===== src/rtl/decade_pkg.sv =====
// Shared constants for the decade counter chain: FSM encodings and BCD digit limits.
package decade_pkg;

  localparam int unsigned BCD_W = 4;
  localparam logic [BCD_W-1:0] BCD_MAX = 4'd9;

  localparam logic [1:0] ST_IDLE  = 2'd0;
  localparam logic [1:0] ST_RUN   = 2'd1;
  localparam logic [1:0] ST_PAUSE = 2'd2;
  localparam logic [1:0] ST_DONE  = 2'd3;

endpackage


===== src/rtl/bcd_digit.sv =====
// One BCD decade: counts 0..9 on inc, carries out when incremented at 9.
module bcd_digit
  import decade_pkg::*;
(
  input  logic             cp,
  input  logic             reset,
  input  logic             clr,
  input  logic             inc,
  output logic [BCD_W-1:0] digit,
  output logic             cout
);

  logic [BCD_W-1:0] digit_q, digit_d;

  always_comb begin
    digit_d = digit_q;
    if (clr) begin
      digit_d = '0;
    end else if (inc) begin
      digit_d = (digit_q == BCD_MAX) ? '0 : digit_q + BCD_W'(1);
    end
  end

  always_ff @(posedge cp or posedge reset) begin
    if (reset) begin
      digit_q <= '0;
    end else begin
      digit_q <= digit_d;
    end
  end

  assign digit = digit_q;
  assign cout  = inc & (digit_q == BCD_MAX);

endmodule


===== src/rtl/decade_chain_ctrl.sv =====
// Run/stop controller for a cascaded BCD counter chain with edge-detected count events,
// programmable target match and sticky wrap flag.
module decade_chain_ctrl
  import decade_pkg::*;
#(
  parameter int unsigned DIGITS = 2
) (
  input  logic                    cp,
  input  logic                    reset,
  input  logic                    start,
  input  logic                    stop,
  input  logic                    clear,
  input  logic                    x,
  input  logic [BCD_W*DIGITS-1:0] target,
  output logic [BCD_W*DIGITS-1:0] bcd,
  output logic                    q,
  output logic                    busy,
  output logic                    ovf
);

  logic [1:0]        state_q, state_d;
  logic              x_q;
  logic              ovf_q, ovf_d;
  logic              x_rise, count_en, digit_clr, match, wrap;
  logic [DIGITS:0]   carry;
  logic [DIGITS-1:0] hit;

  assign x_rise    = x & ~x_q;
  assign count_en  = x_rise & (state_q == ST_RUN) & ~clear;
  assign digit_clr = clear | ((state_q == ST_DONE) & start);
  assign carry[0]  = count_en;
  assign wrap      = carry[DIGITS];
  assign match     = &hit;

  for (genvar i = 0; i < DIGITS; i++) begin : g_digit
    logic [BCD_W-1:0] dig, nxt;

    bcd_digit u_digit (
      .cp    (cp),
      .reset (reset),
      .clr   (digit_clr),
      .inc   (carry[i]),
      .digit (dig),
      .cout  (carry[i+1])
    );

    // Post-increment digit value, so the target compare sees the count being registered.
    assign nxt = carry[i] ? ((dig == BCD_MAX) ? '0 : dig + BCD_W'(1)) : dig;
    assign hit[i] = (nxt == target[BCD_W*i +: BCD_W]);
    assign bcd[BCD_W*i +: BCD_W] = dig;
  end

  always_comb begin
    state_d = state_q;
    ovf_d   = ovf_q;
    if (clear) begin
      state_d = ST_IDLE;
      ovf_d   = 1'b0;
    end else begin
      if (count_en && wrap) ovf_d = 1'b1;
      case (state_q)
        ST_IDLE:  if (start) state_d = ST_RUN;
        ST_RUN: begin
          if (count_en && match) state_d = ST_DONE;
          else if (stop)         state_d = ST_PAUSE;
        end
        ST_PAUSE: if (start) state_d = ST_RUN;
        ST_DONE:  if (start) state_d = ST_RUN;
        default:  state_d = ST_IDLE;
      endcase
    end
  end

  always_ff @(posedge cp or posedge reset) begin
    if (reset) begin
      state_q <= ST_IDLE;
      x_q     <= 1'b0;
      ovf_q   <= 1'b0;
    end else begin
      state_q <= state_d;
      x_q     <= x;
      ovf_q   <= ovf_d;
    end
  end

  assign q    = (state_q == ST_DONE);
  assign busy = (state_q == ST_RUN);
  assign ovf  = ovf_q;

endmodule


===== config.mk =====
export PLATFORM = sky130hd
export DESIGN_NAME = decade_chain_ctrl
export DESIGN_NICKNAME = d
export VERILOG_FILES = /design/src/rtl/decade_pkg.sv /design/src/rtl/bcd_digit.sv /design/src/rtl/decade_chain_ctrl.sv
export SDC_FILE = /design/constraint.sdc
export NUM_CORES = 1
export LEC_CHECK = 0
export BUFFER_PORTS_ARGS = -buffer_cell sky130_fd_sc_hd__buf_4
export CAP_MARGIN = 20
export CORE_MARGIN = 8
export CORE_UTILIZATION = 47
export DETAILED_ROUTE_END_ITERATION = 16
export PLACE_DENSITY = 0.81
export SLEW_MARGIN = 5
export SYNTH_ARGS = -nofsm -noshare
export SYNTH_HDL_FRONTEND = slang
export SYNTH_SLANG_ARGS = --single-unit
export TNS_END_PERCENT = 1

===== constraint.sdc =====
create_clock -name cp -period 2.37 [get_ports cp]
set_input_delay 0.3555 -clock cp [delete_from_list [all_inputs] [get_ports cp]]
set_output_delay 0.3555 -clock cp [all_outputs]
set_load 0.005 [all_outputs]

### Word level (Yosys, flattened, before mapping)

Index checks and enable logic that the tools add are counted.

| storage, ports and cells | value |
|---|---|
| flip-flop bits (word level) | 12 |
| logic and storage cells | 45 |
| output and inout bits | 11 |

| operators by class | value |
|---|---|
| equality and inequality tests | 9 |
| bitwise gates (word level) | 9 |
| add/subtract/negate cells | 2 |
| reduce and logical (&&, ||, !) cells | 7 |
| multiplexer cells | 13 |

Operators with widths:

| cell | number |
|---|---|
| $mux W4 | 6 |
| $add A4 B1 Y4 const B | 2 |
| $eq A4 B4 Y1 | 2 |
| $eq A4 B4 Y1 const B | 2 |
| $mux W2 | 4 |
| $and A1 B1 Y1 | 6 |
| $eq A2 B2 Y1 const B | 2 |
| $ne A4 B3 Y1 const B | 1 |
| $pmux W2 S2 | 1 |
| $reduce_and A2 Y1 | 2 |
| $ne A3 B1 Y1 const B | 1 |
| $reduce_or A3 Y1 | 1 |
| $eq A2 B1 Y1 const B | 1 |
| $logic_and A1 B1 Y1 | 2 |
| $logic_not A2 Y1 | 1 |
| $mux W1 | 2 |
| $not A1 Y1 | 2 |
| $reduce_bool A2 Y1 | 1 |
| $or A1 B1 Y1 | 1 |

### Longest topological paths before layout

Gate-level depths: netlist (run 1).

| logic depth | value |
|---|---|
| depth after elaboration | 12 |
| depth in mapped cells | 9 |
| mapped depth without buffers | 8 |

### Hierarchy

A second synthesis (run 1) with hierarchy kept.

| unflattened totals | value |
|---|---|
| cells, all modules | 119 |
| area total of the unflattened synthesis | 979.7 um^2 |

By module, submodules not included:

| module | instances | cells each | seq. area each (um^2) | area each (um^2) |
|---|---|---|---|---|
| decade_chain_ctrl | 1 | 65 | 100.1 | 491.7 |
| bcd_digit | 2 | 27 | 100.1 | 244.0 |

### Least setup slack after synthesis (run 1)

OpenSTA, ideal clock, no wires.

| path | value |
|---|---|
| kind | register -> register |
| start point | register g_digit[0].u_digit.digit_q[0] |
| end point | register state_q[1] |
| library setup time | 0.104 ns |
| data arrival time | 2.283 ns |
| stages on the path, launching flop included | 7 |
| required time | 2.266 ns |
| setup slack | -0.016 ns |
| period minus slack after synthesis | 2.386 ns |
| buffers on the path | 0 |
| cell sequence | dfrtp_1 ha_1 nand3b_4 o41a_1 or4_4 a21o_1 o41ai_2 |

| on the way | value |
|---|---|
| cells in the longest elaborated chain, start to end | 9 |
| elaborated cells between the ends (all ways) | 15 |
| classes of those cells | add/sub: 1; eq/ne: 4; mux: 6; bitwise: 1; reduce/logical: 3 |

RTL lines:

| what | line | text |
|---|---|---|
| from (decl) | bcd_digit.sv:13 | `logic [BCD_W-1:0] digit_q, digit_d;` |
| from (signal assigned) | bcd_digit.sv:28 | `digit_q <= digit_d;` |
| $add A4 B1 Y4 / $eq A4 B4 Y1 (equally long branches) | decade_chain_ctrl.sv:48, bcd_digit.sv:33 |  |
| $mux W4 / $and A1 B1 Y1 (equally long branches) | decade_chain_ctrl.sv:48, bcd_digit.sv:33 |  |
| $mux W4 | - |  |
| $eq A4 B4 Y1 | decade_chain_ctrl.sv:49 | `assign hit[i] = (nxt == target[BCD_W*i +: BCD_W]);` |
| $reduce_and A2 Y1 (*) | decade_chain_ctrl.sv:33 | `assign match = &hit;` |
| $logic_and A1 B1 Y1 (*) | decade_chain_ctrl.sv:64 | `if (count_en && match) state_d = ST_DONE;` |
| $mux W2 | decade_chain_ctrl.sv:64 |  |
| $pmux W2 S2 | decade_chain_ctrl.sv:61 | `case (state_q)` |
| $mux W2 | decade_chain_ctrl.sv:56 | `if (clear) begin` |
| to (signal assigned) | decade_chain_ctrl.sv:80 | `state_q <= state_d;` |
| to (decl) | decade_chain_ctrl.sv:21 | `logic [1:0] state_q, state_d;` |

Mark *: on every way between the ends. The rest lies on a longest branch, timed or not.
A chain may end at the register's enable or synchronous reset.

### Final worst setup path (run 1)

| path | value |
|---|---|
| start point | register g_digit[0].u_digit.digit_q[1] |
| end point | register state_q[1] |

Same word-level chain as after synthesis.

==> results of run 1 <==
-- layout make-up --
class | count | area share (%)
Multi-Input combinational cell | 95 | 51.4
Sequential cell | 12 | 21.1
Timing Repair Buffer | 38 | 20.1
Clock buffer | 4 | 2.55
Tap cell | 28 | 2.46
Inverter | 9 | 2.38
-- where the power goes --
part           internal (mW)  total, mW  switching (mW)
Clock                 0.0936      0.173          0.0797
Combinational         0.0381     0.0776          0.0395
Sequential             0.208      0.213         0.00539
Total                  0.340      0.464           0.125
-- placed cells by master (no fill, tap or decap), types with 2 or more instances in the layout --
master,instances
nand4_1,4
nand2_1,5
nor2_1,15
a31oi_1,3
nand4b_1,4
and2_1,2
ha_1,2
dfrtp_1,12
nand3_1,2
a21oi_1,8
nor3_1,3
nor2b_1,3
inv_1,8
o31ai_1,3
clkbuf_4,3
o21ai_0,4
mux2i_1,2
a21o_1,2
buf_4,38
nand2b_1,3
-- sequential cells by signal, summed over array words and instances, names as in the netlist --
register / flops
state_q: 2
x_q: 1
ovf: 1
g_digit.u_digit.digit: 8
-- final timing paths --
kind                                                       start                                     to  cells after the start
max in group asynchronous                                  reset                        ovf$_DFFE_PP0P_                      2
min reg2reg                                      ovf$_DFFE_PP0P_                        ovf$_DFFE_PP0P_                      2
max reg2reg                g_digit[0].u_digit.digit[1]$_DFF_PP0_                 state_q[1]$_DFFE_PP0P_                      7
min                                                        reset  g_digit[0].u_digit.digit[0]$_DFF_PP0_                      2
min in group cp                                                x                          x_q$_DFF_PP0_                      1
max                        g_digit[0].u_digit.digit[1]$_DFF_PP0_                 state_q[1]$_DFFE_PP0P_                      7
-- logic make-up (layout without fill, tap and decap cells) --
| group | after synthesis | in the layout | share of synthesized area, % |
|---|---|---|---|
| AOI/OAI and AO/OA | 35 | 35 | 25.1 |
| adders and majority gates | 4 | 4 | 4.76 |
| and+or+nand+nor | 53 | 53 | 33.8 |
| muxes | 2 | 2 | 1.90 |
| DFF | 12 | 12 | 28.5 |
| xor gates and xnor gates | 1 | 1 | 0.832 |
| buffers and inverters | 13 | 51 | 5.11 |
-- layer usage --
| layer | global-route usage, % | wire length, µm |
|---|---|---|
| met4 | 3.06 | 48 |
| met3 | 5.65 | 308 |
| met1 | 17.6 | 1220 |
| met2 | 29.8 | 1660 |
| met5 | 0 | 0 |
-- repair_timing --
action	in CTS	in global routing
endpoints found under the setup margin	1	2
pin swaps	1	5
resized for setup	0	5
buffers inserted	0	3
hold buffers	0	0
==> results_dict.tcl, run 1 <==
set metrics [dict create \
    status "finished, final reports clean" \
    synth_area_um2 1050 \
    cp_slowest_cell "or4_4" \
    critical_path.startpoint_type "register" \
    syn-num-nets 138 \
    synth_top_area_share_pct 28.5 \
    crit_required_ns 2.56 \
    finalNonFillerCells 186 \
    grt_max_degree 13 \
    place_congestion 0.918 \
    critPathKind "register to register" \
    yosysMostFrequentCell "nor2_1" \
    drtPass1Iterations 4 \
    dp.cells 179 \
    grt_pass1_wl_um 5420 \
    dieArea_um2 4010 \
    fp.dieH_um 63.3 \
    synth_edf_count 0 \
    synth-main-ff-cell "dfrtp_1" \
    cts_tree "done" \
    vdd_drop_max_uv 261 \
    die_x_um 63.3 \
    hold_slack_ns 0.0795 \
    maxCapViolations 0 \
    ys_seq_elements 12 \
    clock_sinks 12 \
    fmax_ghz 0.434 \
    num_rows 17 \
    fp.coreArea_um2 2170 \
    io_buffers 24 \
    drtIter0Drc 51 \
    end_kind "register" \
    synthDistinctLibCells 49 \
    r2r_slack_ns 0.06 \
    gr-usage-all-layers_pct 16.3 \
    hpwlAfterDp_um 2490 \
    synth_seq_area_share_pct 28.5 \
    fin_crit_sh_pct 97.3 \
    area_growth_pct 35.1 \
    fin_total_pwr_mw 0.464 \
    skew_ns 0.0148 \
    worst_pin_slew_ns 0.500 \
    synth_async_sr_flop_share_pct 100 \
    cp_cell_sequence "inv_2 -> ha_4 -> nand3b_4 -> o41a_1 -> or4_4 -> a21o_1 -> o41ai_2" \
    vias 1130 \
    vias_per_cell 6.08 \
    worstSkewPairLatency_ns 0.29 \
    antenna_found_initial 0 \
    finalWirelength_um 3240 \
    fin_ws_ns 0.0644 \
    synthCells 120 \
    cts_root_buf "clkbuf_4" \
    drive_gt1_share_pct 34.2 \
    wl_per_cell_um 17.4 \
    setup_tns_ns 0 \
    synth_area_leaders "dfrtp_1, nor2_1, ha_1" \
    io_pins 25 \
    floorplan.initialDensity_pct 48.5 \
    clockBufferDepth 2 \
    p_leak_nw 0.690 \
    pre_cts_slack_ns -0.00954 \
    rsz0062_at_grt "true" \
    slew_violations 0 \
    overflow 0 \
    cpPeakStageDelay_ns 0.57 \
    crit_buf_inv 1 \
    multi_input_area_um2 731 \
    final_core_util_pct 65.5 \
    min_path_type "primary input to async pin" \
    grt_pass1_vias 1156 \
    synth_area_leader_cell "dfrtp_1" \
    avgSynthCellArea_um2 8.77 \
    post-route-drc-count 0 \
    cp_top_family "compound AO/OA/AOI/OAI gates" \
    clkTransAtPathRegs_ns 0.09 \
    placed_area_um2 1330 \
    min_period_ns 2.31 \
    final-hold-violation-count 0 \
    slew-limit-headroom_pct 66.6 \
    final_nets 177 \
    setup_viol 0 \
    final_area_um2 1420 \
    seq_area_um2 300 \
    ys_warn_count 0 \
    crit_fanout 3 \
    nFillCells 191 \
    ant_nets 0 \
    powerDensity_nw_per_um2 327 \
    n_antenna_cell 0 \
    ys_top_cells_by_count "nor2_1, dfrtp_1, inv_1" \
    numCtsBuffers 3 \
    arrival_ns 2.50 \
    htreeDepth 1 \
]
No activity file was read; power rests on OpenSTA's default activity.
==> inputs of run 2 (changes only) <==
REMOVE_ABC_BUFFERS = 1   (was unset)
==> run 2 against run 1 <==
Sequential power barely moved. Highest routed layer unchanged. Clock skew down 0.0015 ns. Fmax increased by 1.9%. Via count decreased by 3.2%. Critical path depth unchanged. Register-to-register slack better by 0.04 ns. Clock-buffer cell count is the same. Clock power is 4% lower.
==> results_dict.tcl, run 2 (synthesized netlist as in run 1, its figures left out) <==
set metrics [dict create \
    cpPeakStageDelay_ns 0.53 \
    slew_violations 0 \
    min_period_ns 2.26 \
    fp.coreArea_um2 2170 \
    min_path_type "primary input to async pin" \
    place_congestion 0.971 \
    reg2regPathDepth 7 \
    reg2reg_from "g_digit[1].u_digit.digit[1]$_DFF_PP0_" \
    clockBufferDepth 2 \
    cts_tree "done" \
    fmax_ghz 0.442 \
    maxCapViolations 0 \
    largest_register_ffs 8 \
    crit_fanout 4 \
    fp.dieH_um 63.3 \
    final_area_um2 1360 \
    end_kind "register" \
    ant_nets 0 \
    hpwlAfterDp_um 2380 \
    crit_required_ns 2.56 \
    antenna_found_initial 0 \
    htreeDepth 1 \
    grt_pass1_vias 1135 \
    p_leak_nw 0.662 \
    r2r_end "state_q[1]$_DFFE_PP0P_" \
    dieArea_um2 4010 \
    r2r_slack_ns 0.11 \
    grt_max_degree 13 \
    n_antenna_cell 0 \
    drive_gt1_share_pct 30.5 \
    io_pins 25 \
    arrival_ns 2.45 \
    nFillCells 196 \
    hold_slack_ns 0.0787 \
    cts_root_buf "clkbuf_4" \
    final_common_cell "buf_4" \
    post-route-drc-count 0 \
    wl_per_cell_um 16.4 \
    vdd_drop_max_uv 299 \
    floorplan.initialDensity_pct 48.5 \
    vias 1094 \
    rsz0062_at_grt "false" \
    slew-limit-headroom_pct 68.0 \
    skew_ns 0.0133 \
    cp_slowest_cell "or4_4" \
    worst_pin_slew_ns 0.475 \
    fin_crit_sh_pct 95.5 \
    critPathKind "register to register" \
    crit_buf_inv 1 \
    final-hold-violation-count 0 \
    overflow 0 \
    area_growth_pct 29.4 \
    num_rows 17 \
    setup_viol 0 \
    most-common-layout-cells "buf_4, nor2_1, dfrtp_1" \
    worstSkewPairLatency_ns 0.28 \
    vias_per_cell 6.01 \
    clock_sinks 12 \
    clkTransAtPathRegs_ns 0.09 \
    gr-usage-all-layers_pct 15.3 \
    worstSetupStartpoint "g_digit[1].u_digit.digit[1]$_DFF_PP0_" \
    drtIter0Drc 58 \
    final_nets 173 \
    finalWirelength_um 2990 \
    placed_area_um2 1320 \
    io_buffers 24 \
    status "finished, final reports clean" \
    die_x_um 63.3 \
    drtPass1Iterations 4 \
    grt_pass1_wl_um 5110 \
    critical_path.startpoint_type "register" \
    powerDensity_nw_per_um2 331 \
    cp_top_family "compound AO/OA/AOI/OAI gates" \
    numCtsBuffers 3 \
    cp_cell_sequence "inv_1 -> ha_1 -> nor2_1 -> o41a_1 -> or4_4 -> a21o_1 -> o41ai_2" \
    post_cts_buffers 0 \
]
## run 2: worst register-to-register path, delay by kind of cell (launching register included)
family,cells,cell delay (ns)
flip-flops,1,0.40
AND/OR/NAND/NOR,2,0.59
AO/OA/AOI/OAI,3,0.93
adder cells (fa/ha/maj),1,0.21
buffers and inverters,1,0.06
## run 2: worst max path at each step
| stage | end | cells after the start |
|---|---|---|
| floorplan | state_q[1]$_DFFE_PP0P_ | 6 |
| global route | state_q[0]$_DFFE_PP0P_ | 8 |
| global placement | state_q[0]$_DFFE_PP0P_ | 8 |
| finish | state_q[1]$_DFFE_PP0P_ | 7 |
| detailed placement | state_q[1]$_DFFE_PP0P_ | 7 |
| CTS | state_q[1]$_DFFE_PP0P_ | 7 |
## run 2: cell type report
cell class / count / area (µm²) / area share, %
inverter: 9 / 33.8 / 2.48
clock buffer: 4 / 36.3 / 2.67
tap: 28 / 35.0 / 2.57
sequential: 12 / 300 / 22.1
timing repair buffer: 34 / 255 / 18.7
multi-input combinational: 95 / 701 / 51.5
## run 2: report_power, final
group	internal, mW	leakage, nW	total [mW]	switching [mW]
sequential	0.208	0.164	0.212	0.00426
clock	0.0934	0.0210	0.166	0.0723
combinational	0.0360	0.477	0.0729	0.0369
total	0.337	0.662	0.451	0.113
## run 2: metrics by stage
stage	std cells	setup slack, ns	utilization [%]	setup TNS, ns	power (mW)
final	182	0.106	62.7	0	0.451
after global routing	182	0.000381	62.7	0	0.470
after CTS	182	0.0551	62.6	0	0.453
after detailed placement	178	0.0710	61.0	0	0.289
after global placement	178	0.113	61.0	0	0.287
after floorplan	116	-0.0207	-	-0.0288	0.251
## run 2: routing by layer
| metal | up-vias | GRT usage (%) | routed length [µm] |
|---|---|---|---|
| li1 | 528 | - | - |
| met1 | 534 | 17.5 | 1210 |
| met2 | 30 | 26.6 | 1570 |
| met3 | 2 | 4.95 | 194 |
| met4 | 0 | 4.18 | 9 |
| met5 | - | 0 | 0 |
## run 2: timing repair
item / CTS / global route
setup endpoints to repair: 0 / 2
hold buffers: 0 / 0
resized for setup: 0 / 1
hold endpoints to repair: 0 / 0
==> inputs of run 3 (changes only) <==
CORE_UTILIZATION = 30   (was 47)
PLACE_DENSITY = 0.58   (was 0.81)
==> run 3 against run 2 <==
Flip-flop and latch count stayed put. Fmax is 0.63% lower. Non-clock buffer count is 1 higher. Register-to-register slack hardly changed. First-iteration DRC count is 29% higher.
==> results_dict.tcl, run 3 (synthesized netlist as in run 1, its figures left out) <==
set metrics [dict create \
    vdd_drop_max_uv 208 \
    cts-hold-fix-buffers 0 \
    grt_max_degree 13 \
    crit_fanout 3 \
    overflow 0 \
    final_common_cell "buf_4" \
    n_antenna_cell 0 \
    ant_nets 0 \
    vias 1079 \
    fp.dieH_um 75.2 \
    finalWirelength_um 3080 \
    worstSkewPairLatency_ns 0.29 \
    nFillCells 363 \
    clock_sinks 12 \
    cp_cell_sequence "inv_1 -> ha_2 -> nand3b_4 -> o41a_1 -> or4_4 -> a221oi_2 -> o2111ai_1 -> a31oi_1" \
    place_congestion 0.808 \
    io_pins 25 \
    area_growth_pct 32.2 \
    floorplan.initialDensity_pct 31.3 \
    fin_crit_sh_pct 96.1 \
    cp_top_family "compound AO/OA/AOI/OAI gates" \
    largest_register_ffs 8 \
    seq_area_um2 300 \
    critical_path.startpoint_type "register" \
    status "finished, final reports clean" \
    maxCapViolations 0 \
    worst_pin_slew_ns 0.480 \
    cpPeakStageDelay_ns 0.54 \
    cts_root_buf "clkbuf_4" \
    slew_violations 0 \
    antenna_found_initial 0 \
    rsz0062_at_grt "false" \
    drive_gt1_share_pct 31.0 \
    critPathKind "register to register" \
    fmax_ghz 0.439 \
    clockBufferDepth 2 \
    min_path_type "primary input to async pin" \
    setup_viol 0 \
    crit_buf_inv 1 \
    wl_per_cell_um 15.3 \
    final_nets 174 \
    multi_input_area_um2 701 \
    dp.cells 197 \
    p_leak_nw 0.666 \
    post-route-drc-count 0 \
    num_rows 21 \
    cp_slowest_cell "or4_4" \
    grt_pass1_wl_um 5040 \
    end_kind "register" \
    wl_met1_um 1310 \
    min_period_ns 2.28 \
    powerDensity_nw_per_um2 332 \
    gr-usage-all-layers_pct 11.3 \
    skew_ns 0.00887 \
    cts_tree "done" \
    finalNonFillerCells 201 \
    drtIter0Drc 75 \
    drtPass1Iterations 4 \
    dieArea_um2 5660 \
    setup_tns_ns 0 \
    fp.coreArea_um2 3360 \
    wl_met2_um 1630 \
    numCtsBuffers 3 \
    most-common-layout-cells "buf_4, nor2_1, dfrtp_1" \
    die_x_um 75.2 \
    clkTransAtPathRegs_ns 0.09 \
    slew-limit-headroom_pct 67.9 \
    final_core_util_pct 41.4 \
    final-hold-violation-count 0 \
    htreeDepth 1 \
    wl_met3_um 125 \
    grt_pass1_vias 1107 \
    topRoutingLayerUsed "met4" \
    vias_per_cell 5.37 \
    fin_total_pwr_mw 0.462 \
    crit_required_ns 2.59 \
    hpwlAfterDp_um 2450 \
    io_buffers 24 \
    arrival_ns 2.49 \
]
-- run 3: cell count changes in the layout (fill, tap and decap cells not counted) --
| cell | before | now |
|---|---|---|
| buf_4 | 34 | 35 |
-- run 3: worst register-to-register path: stages, from the launching register on --
cell and delay (ns):
dfrtp_1 0.38, inv_1 0.06, ha_2 0.20, nand3b_4 0.08, o41a_1 0.40, or4_4 0.54, a221oi_2 0.25, o2111ai_1 0.14
a31oi_1 0.16
-- run 3: per-stage QoR --
step,instance area (µm²),worst slack (ns),hold WS (ns)
3_5_place_dp,1350,0.0626,0.408
3_3_place_gp,1350,0.109,0.399
5_1_grt,1390,0.00596,0.132
6_report,1390,0.0921,0.0753
4_1_cts,1390,0.0518,0.0930
2_1_floorplan,1030,-0.0207,0.220
-- run 3: worst paths after layout --
check | cells past startpoint | slack [ns] | startpoint | to
worst max-delay path | 8 | 0.09 | g_digit[0].u_digit.digit[1]$_DFF_PP0_ | state_q[0]$_DFFE_PP0P_
worst min-delay path | 2 | 0.08 | reset | g_digit[1].u_digit.digit[1]$_DFF_PP0_
worst max register to register | 8 | 0.09 | g_digit[0].u_digit.digit[1]$_DFF_PP0_ | state_q[0]$_DFFE_PP0P_
worst min register to register | 2 | 0.54 | ovf$_DFFE_PP0P_ | ovf$_DFFE_PP0P_
max in group asynchronous | 2 | 1.96 | reset | g_digit[1].u_digit.digit[3]$_DFF_PP0_
min in group cp | 1 | 0.20 | x | x_q$_DFF_PP0_
-- run 3: timing repair --
item | in CTS | in global routing
resized for setup | 0 | 1
setup endpoints to repair | 0 | 2
setup buffers | 0 | 0
-- run 3: final cells by class --
cell class	count	share of cell area, %
Sequential cell	12	21.6
Timing Repair Buffer	35	18.9
Inverter	9	2.43
Multi-Input combinational cell	95	50.4
Tap cell	46	4.14
Clock buffer	4	2.61
-- run 3: routing by layer --
| metal | up-vias | track usage (%) |
|---|---|---|
| met2 | 26 | 20.0 |
| met1 | 520 | 13.4 |
| li1 | 529 | - |
| met4 | 0 | 2.35 |
| met5 | - | 0 |
| met3 | 4 | 2.53 |
-- run 3: where the power goes --
part	internal, mW	switching, mW	leakage [nW]	total [mW]
sequential	0.208	0.00442	0.164	0.212
combinational	0.0369	0.0379	0.481	0.0747
clock	0.0937	0.0809	0.0210	0.175
total	0.338	0.123	0.666	0.462
